--- src/rtl/dmem_pkg.sv ---
// Shared definitions for the data-memory bridge: FSM encoding, access size codes,
// default kseg0/kseg1 physical mask and the alignment helper.
package dmem_pkg;

  localparam logic [2:0] IDLE = 3'd0;
  localparam logic [2:0] ADDR = 3'd1;
  localparam logic [2:0] DATA = 3'd2;
  localparam logic [2:0] DROP = 3'd3;
  localparam logic [2:0] DONE = 3'd4;

  localparam logic [1:0] SZ_BYTE = 2'd0;
  localparam logic [1:0] SZ_HALF = 2'd1;
  localparam logic [1:0] SZ_WORD = 2'd2;

  localparam logic [31:0] PHYS_MASK_DEFAULT = 32'h1FFF_FFFF;

  typedef struct packed {
    logic        wr;
    logic [1:0]  size;
    logic [3:0]  wstrb;
    logic [31:0] addr;
    logic [31:0] wdata;
  } busReq_t;

  function automatic logic isMisaligned(input logic [1:0] size, input logic [1:0] addrLo);
    case (size)
      SZ_HALF: isMisaligned = addrLo[0];
      SZ_WORD: isMisaligned = (addrLo != 2'b00);
      default: isMisaligned = 1'b0;
    endcase
  endfunction

endpackage

--- src/rtl/dmem_addr_xlate.sv ---
// Fixed-mapping virtual-to-physical translation: kseg0/kseg1 are masked down,
// every other segment passes through unchanged.
module dmem_addr_xlate
  import dmem_pkg::*;
#(
  parameter logic [31:0] PHYS_MASK = PHYS_MASK_DEFAULT
) (
  input  logic [31:0] vAddr,
  output logic [31:0] pAddr
);

  // Unmapped kernel segments share the 2'b10 top bits.
  always_comb begin
    if (vAddr[31:30] == 2'b10) begin
      pAddr = vAddr & PHYS_MASK;
    end else begin
      pAddr = vAddr;
    end
  end

endmodule

--- src/rtl/dmem_bridge.sv ---
// Memory-stage to bus bridge with a single outstanding transaction and flush handling.
// Optional alignment checking (adel/ades ports) is enabled by DMEM_BRIDGE_ALIGN_CHK_EN.
module dmem_bridge
  import dmem_pkg::*;
#(
  parameter logic [31:0] PHYS_MASK = PHYS_MASK_DEFAULT
) (
  input  logic        clk,
  input  logic        rst,
  input  logic        req_en,
  input  logic [3:0]  mem_we,
  input  logic [1:0]  mem_size,
  input  logic [31:0] mem_addr,
  input  logic [31:0] mem_wdata,
  input  logic        pipe_stall,
  input  logic        flush,
  output logic [31:0] mem_rdata,
  output logic        mem_stall,
  output logic        bus_req,
  output logic        bus_wr,
  output logic [1:0]  bus_size,
  output logic [3:0]  bus_wstrb,
  output logic [31:0] bus_addr,
  output logic [31:0] bus_wdata,
`ifdef DMEM_BRIDGE_ALIGN_CHK_EN
  output logic        adel,
  output logic        ades,
`endif
  input  logic        bus_addr_ok,
  input  logic        bus_data_ok,
  input  logic [31:0] bus_rdata
);

  logic [2:0]  state_r;
  logic [2:0]  stateNext_s;
  logic [31:0] physAddr_s;
  logic        misalign_s;
  logic        launch_s;
  logic        capture_s;
  busReq_t     launchReq_s;

  dmem_addr_xlate #(.PHYS_MASK(PHYS_MASK)) u_xlate (
    .vAddr (mem_addr),
    .pAddr (physAddr_s)
  );

`ifdef DMEM_BRIDGE_ALIGN_CHK_EN
  logic fault_s;
  assign misalign_s = isMisaligned(mem_size, mem_addr[1:0]);
  assign fault_s    = (state_r == IDLE) & req_en & ~flush & misalign_s;
`else
  assign misalign_s = 1'b0;
`endif

  assign launch_s  = (state_r == IDLE) & req_en & ~flush & ~misalign_s;
  assign capture_s = bus_data_ok & ~flush &
                     (((state_r == ADDR) & bus_addr_ok) | (state_r == DATA));
  assign mem_stall = rst & ((state_r == ADDR) | (state_r == DATA) |
                            (state_r == DROP) | launch_s);

  assign launchReq_s = '{wr: |mem_we, size: mem_size, wstrb: mem_we,
                         addr: physAddr_s, wdata: mem_wdata};

  // Next state; a flushed access that the bus has already accepted must still drain.
  always_comb begin
    stateNext_s = state_r;
    case (state_r)
      IDLE: begin
        if (launch_s) stateNext_s = ADDR;
        else          stateNext_s = IDLE;
      end
      ADDR: begin
        if (bus_addr_ok) begin
          if (bus_data_ok) stateNext_s = flush ? IDLE : DONE;
          else             stateNext_s = flush ? DROP : DATA;
        end else begin
          stateNext_s = flush ? IDLE : ADDR;
        end
      end
      DATA: begin
        if (bus_data_ok) stateNext_s = flush ? IDLE : DONE;
        else             stateNext_s = flush ? DROP : DATA;
      end
      DROP: begin
        if (bus_data_ok) stateNext_s = IDLE;
        else             stateNext_s = DROP;
      end
      DONE: begin
        if (pipe_stall) stateNext_s = DONE;
        else            stateNext_s = IDLE;
      end
      default: stateNext_s = IDLE;
    endcase
  end

  // State, bus request fields (latched at launch) and returned load data.
  always_ff @(posedge clk or negedge rst) begin
    if (!rst) begin
      state_r   <= IDLE;
      bus_req   <= 1'b0;
      bus_wr    <= 1'b0;
      bus_size  <= 2'd0;
      bus_wstrb <= 4'd0;
      bus_addr  <= 32'd0;
      bus_wdata <= 32'd0;
      mem_rdata <= 32'd0;
    end else begin
      state_r <= stateNext_s;
      bus_req <= (stateNext_s == ADDR);
      if (launch_s) begin
        bus_wr    <= launchReq_s.wr;
        bus_size  <= launchReq_s.size;
        bus_wstrb <= launchReq_s.wstrb;
        bus_addr  <= launchReq_s.addr;
        bus_wdata <= launchReq_s.wdata;
      end
      if (capture_s) mem_rdata <= bus_rdata;
    end
  end

`ifdef DMEM_BRIDGE_ALIGN_CHK_EN
  // One-cycle address-error pulses; the faulting access never reaches the bus.
  always_ff @(posedge clk or negedge rst) begin
    if (!rst) begin
      adel <= 1'b0;
      ades <= 1'b0;
    end else begin
      adel <= fault_s & ~(|mem_we);
      ades <= fault_s & (|mem_we);
    end
  end
`endif

endmodule

--- config.mk ---
export PLATFORM = sky130hd
export DESIGN_NAME = dmem_bridge
export DESIGN_NICKNAME = d
export VERILOG_FILES = /design/src/rtl/dmem_pkg.sv /design/src/rtl/dmem_addr_xlate.sv /design/src/rtl/dmem_bridge.sv
export SDC_FILE = /design/constraint.sdc
export NUM_CORES = 1
export LEC_CHECK = 0
export CAP_MARGIN = 25
export CORE_AREA = 4 4 109 111
export DETAILED_ROUTE_END_ITERATION = 6
export DIE_AREA = 0 0 113 115
export PLACE_DENSITY_LB_ADDON = 0.12
export SLEW_MARGIN = 20
export SYNTH_ARGS = -nofsm -noshare
export SYNTH_HDL_FRONTEND = slang
export SYNTH_SLANG_ARGS = --single-unit
--- constraint.sdc ---
create_clock -name clk -period 2.5 [get_ports clk]
set_input_delay 0.5 -clock clk [delete_from_list [all_inputs] [get_ports clk]]
set_output_delay 0.5 -clock clk [all_outputs]
set_load 0.05 [all_outputs]
==> reports/qor.yml <==
cp-end-kind: "output pin"
syn_inst: 246
die_w_um: 113
period_share_pct: 85.56
io_pins: 214
rsz0062_at_grt: "false"
fill_cells: 867
ys_types: 24
syn_avg_cell_area_um2: 17.09
cts_resized: 0
hold_path_class: "in -> async"
area_growth_syn_to_layout_pct: 60.49
fmax_mhz: 467.5
critPathRequiredTime_ps: 2000
antenna_found_initial: 0
design_area_mm2: 0.006749
ys_ff_latch: 107
synth_nets: 355
clk_pin_slew_ps: 100
syn_area_mm2: 0.004205
vias: 2844
drv_slew: 0
finalHoldViolCount: 0
arrival_ps: 1640
slowest_delay_ps: 570
routabilityCongestion: 0.7423
finalClockSkew_ps: 10.15
status: "finished clean"
crit_fanout: 3
final_util_pct: 62.53
numCtsBuffers: 9
track_usage_pct: 16.32
drc_errors: 0
ir_worst_vdd_v: 0.0006969
start_util_pct: 38.96
path_class: "in -> out"
fp.coreArea_mm2: 0.01079
max_slew.worst_pin.slew_ps: 557.5
drive_gt1_share_pct: 27.45
row_count: 38
synth_warnings: 0
insertion_delay_ps: 360
finalPower_w: 0.008984
grt_pass1_wl_um: 16530
h-tree-depth: 3
slew_headroom_pct: 62.72
critPathSlowestCell: "clkdlybuf4s50_1"
drtPass1Iterations: 4
antenna_cells: 0
drt_iter0_markers: 86
chipHeight_um: 115
p_leak_nw: 2.853
grt_overflow: 0
clockBufferDepth: 2
via_per_inst: 4.662
final_cells: 610
dp_hpwl_um: 7775
ant_nets: 0
cts_setup_buffers: 0
dpl-instance-area_mm2: 0.006521
port_buffers: 213
setup_viol: 0
root_buffer: "clkbuf_8"
cts_sinks: 107
dieArea_mm2: 0.01300
setup_tns_ps: 0
drv_cap: 0
critPathLaunchType: "input pin"
wirelength_um: 10450
cts_tree: "built"
grt_max_degree: 108
grt_pass1_vias: 3140
placedCellCount: 594
cp_cell_sequence: "clkdlybuf4s50_1 -> inv_1 -> o21ai_0 -> and3b_1 -> buf_12"
finalNetCount: 574
period_needed_ps: 2139
holdBufCountCts: 0
ys_seq_area_share_pct: 63.67
post_drt_wl_per_cell_um: 17.13
p_per_area_mw_per_mm2: 1331
## synth_stat cells (all sizes together)
library cell  count  area, µm²
and3b             2      17.52
a31o              1      8.760
nand2b            1      6.260
buf              11      106.4
and2b             1      7.510
dfrtp           107       2678
nand2             1      3.750
nor2              2      7.510
nor3              1      5.000
mux2            101       1246
a2111oi           1      15.01
or2               1      6.260
inv               4      15.01
or2b              1      7.510
o21ai             3      15.01
a21oi             1      5.000
o211a             1      10.01
a211oi            1      7.510
or4               1      7.510
nand3             2      10.01
mux2i             2      20.02
## layout make-up
| type | count | area (µm²) | area share (%) |
|---|---|---|---|
| clock inverters | 4 | 72.57 | 1.075 |
| multi-input cells | 124 | 1419 | 21.02 |
| clock buffers | 12 | 155.1 | 2.299 |
| inverters | 4 | 15.01 | 0.2225 |
| well taps | 140 | 175.2 | 2.595 |
| flip-flops and latches | 107 | 2678 | 39.67 |
| repair buffers | 219 | 2235 | 33.11 |
## state kept, by name (all words and copies together), names as in the netlist
| register | flops |
|---|---|
| bus_wdata | 32 |
| bus_wstrb | 4 |
| mem_rdata | 32 |
| state_r | 3 |
| bus_addr | 32 |
| bus_wr | 1 |
| bus_req | 1 |
| bus_size | 2 |
## layer usage
metal,part of all wire [%],track usage (%),wire length [µm],vias to the layer above
met2,50,26.50,5190,121
met1,38,19.12,4011,1408
met5,0,0,0,-
li1,-,-,-,1298
met4,2.0,7.372,214,0
met3,9.9,6.632,1031,17
## critical path: cells and delay by family
kind,cells,cell delay [ps]
AOI/OAI and AO/OA,1,140
and+or+nand+nor,1,230
buffers and inverters,3,780
## power breakdown
| part | switching, W | leakage, nW | internal (W) |
|---|---|---|---|
| sequential | 0.000357 | 1.27 | 0.00241 |
| combinational | 0.00309 | 1.47 | 0.00195 |
| clock | 0.000561 | 0.113 | 0.000618 |
## cells by family (layout without fill, tap and decap cells)
logic type | Yosys count | count (layout) | share of synthesized area, %
mux | 103 | 103 | 30.11
flops | 107 | 107 | 63.67
simple gates | 13 | 13 | 1.875
buf+inv | 15 | 239 | 2.886
compound gates | 8 | 8 | 1.458
## worst paths after layout
kind,end,from,slack [ps],depth (start not counted)
setup / recovery,mem_stall,req_en,360,5
hold reg to reg,bus_wr$_DFFE_PN0N_,bus_wr$_DFFE_PN0N_,510,1
min in group clk,bus_wr$_DFFE_PN0N_,bus_wr$_DFFE_PN0N_,510,1
max in group asynchronous,bus_addr[22]$_DFFE_PN0N_,rst,1860,2
setup reg to reg,mem_rdata[10]$_DFFE_PN0P_,state_r[2]$_DFF_PN0_,860,4
hold / removal,bus_addr[20]$_DFFE_PN0N_,rst,230,2
## cell usage in the layout (no fill, tap or decap), types with 2 or more instances in the layout
cell,n
buf_12,5
inv_1,4
mux2_4,29
nor2_1,2
clkbuf_8,11
bufinv_16,2
clkdlybuf4s50_1,211
and3b_1,2
mux2i_1,2
buf_4,3
dfrtp_1,107
mux2_2,72
o21ai_0,3
## through the flow
| step | hold WS (ps) | setup WS (ps) |
|---|---|---|
| detailed placement | 492.2 | 295.5 |
| global route | 266.0 | 218.6 |
| finish | 226.3 | 361.0 |
| CTS | 245.5 | 357.8 |
| floorplan | 204.4 | 900.6 |
| global placement | 485.1 | 328.6 |
No activity file was read; power rests on OpenSTA's default activity.
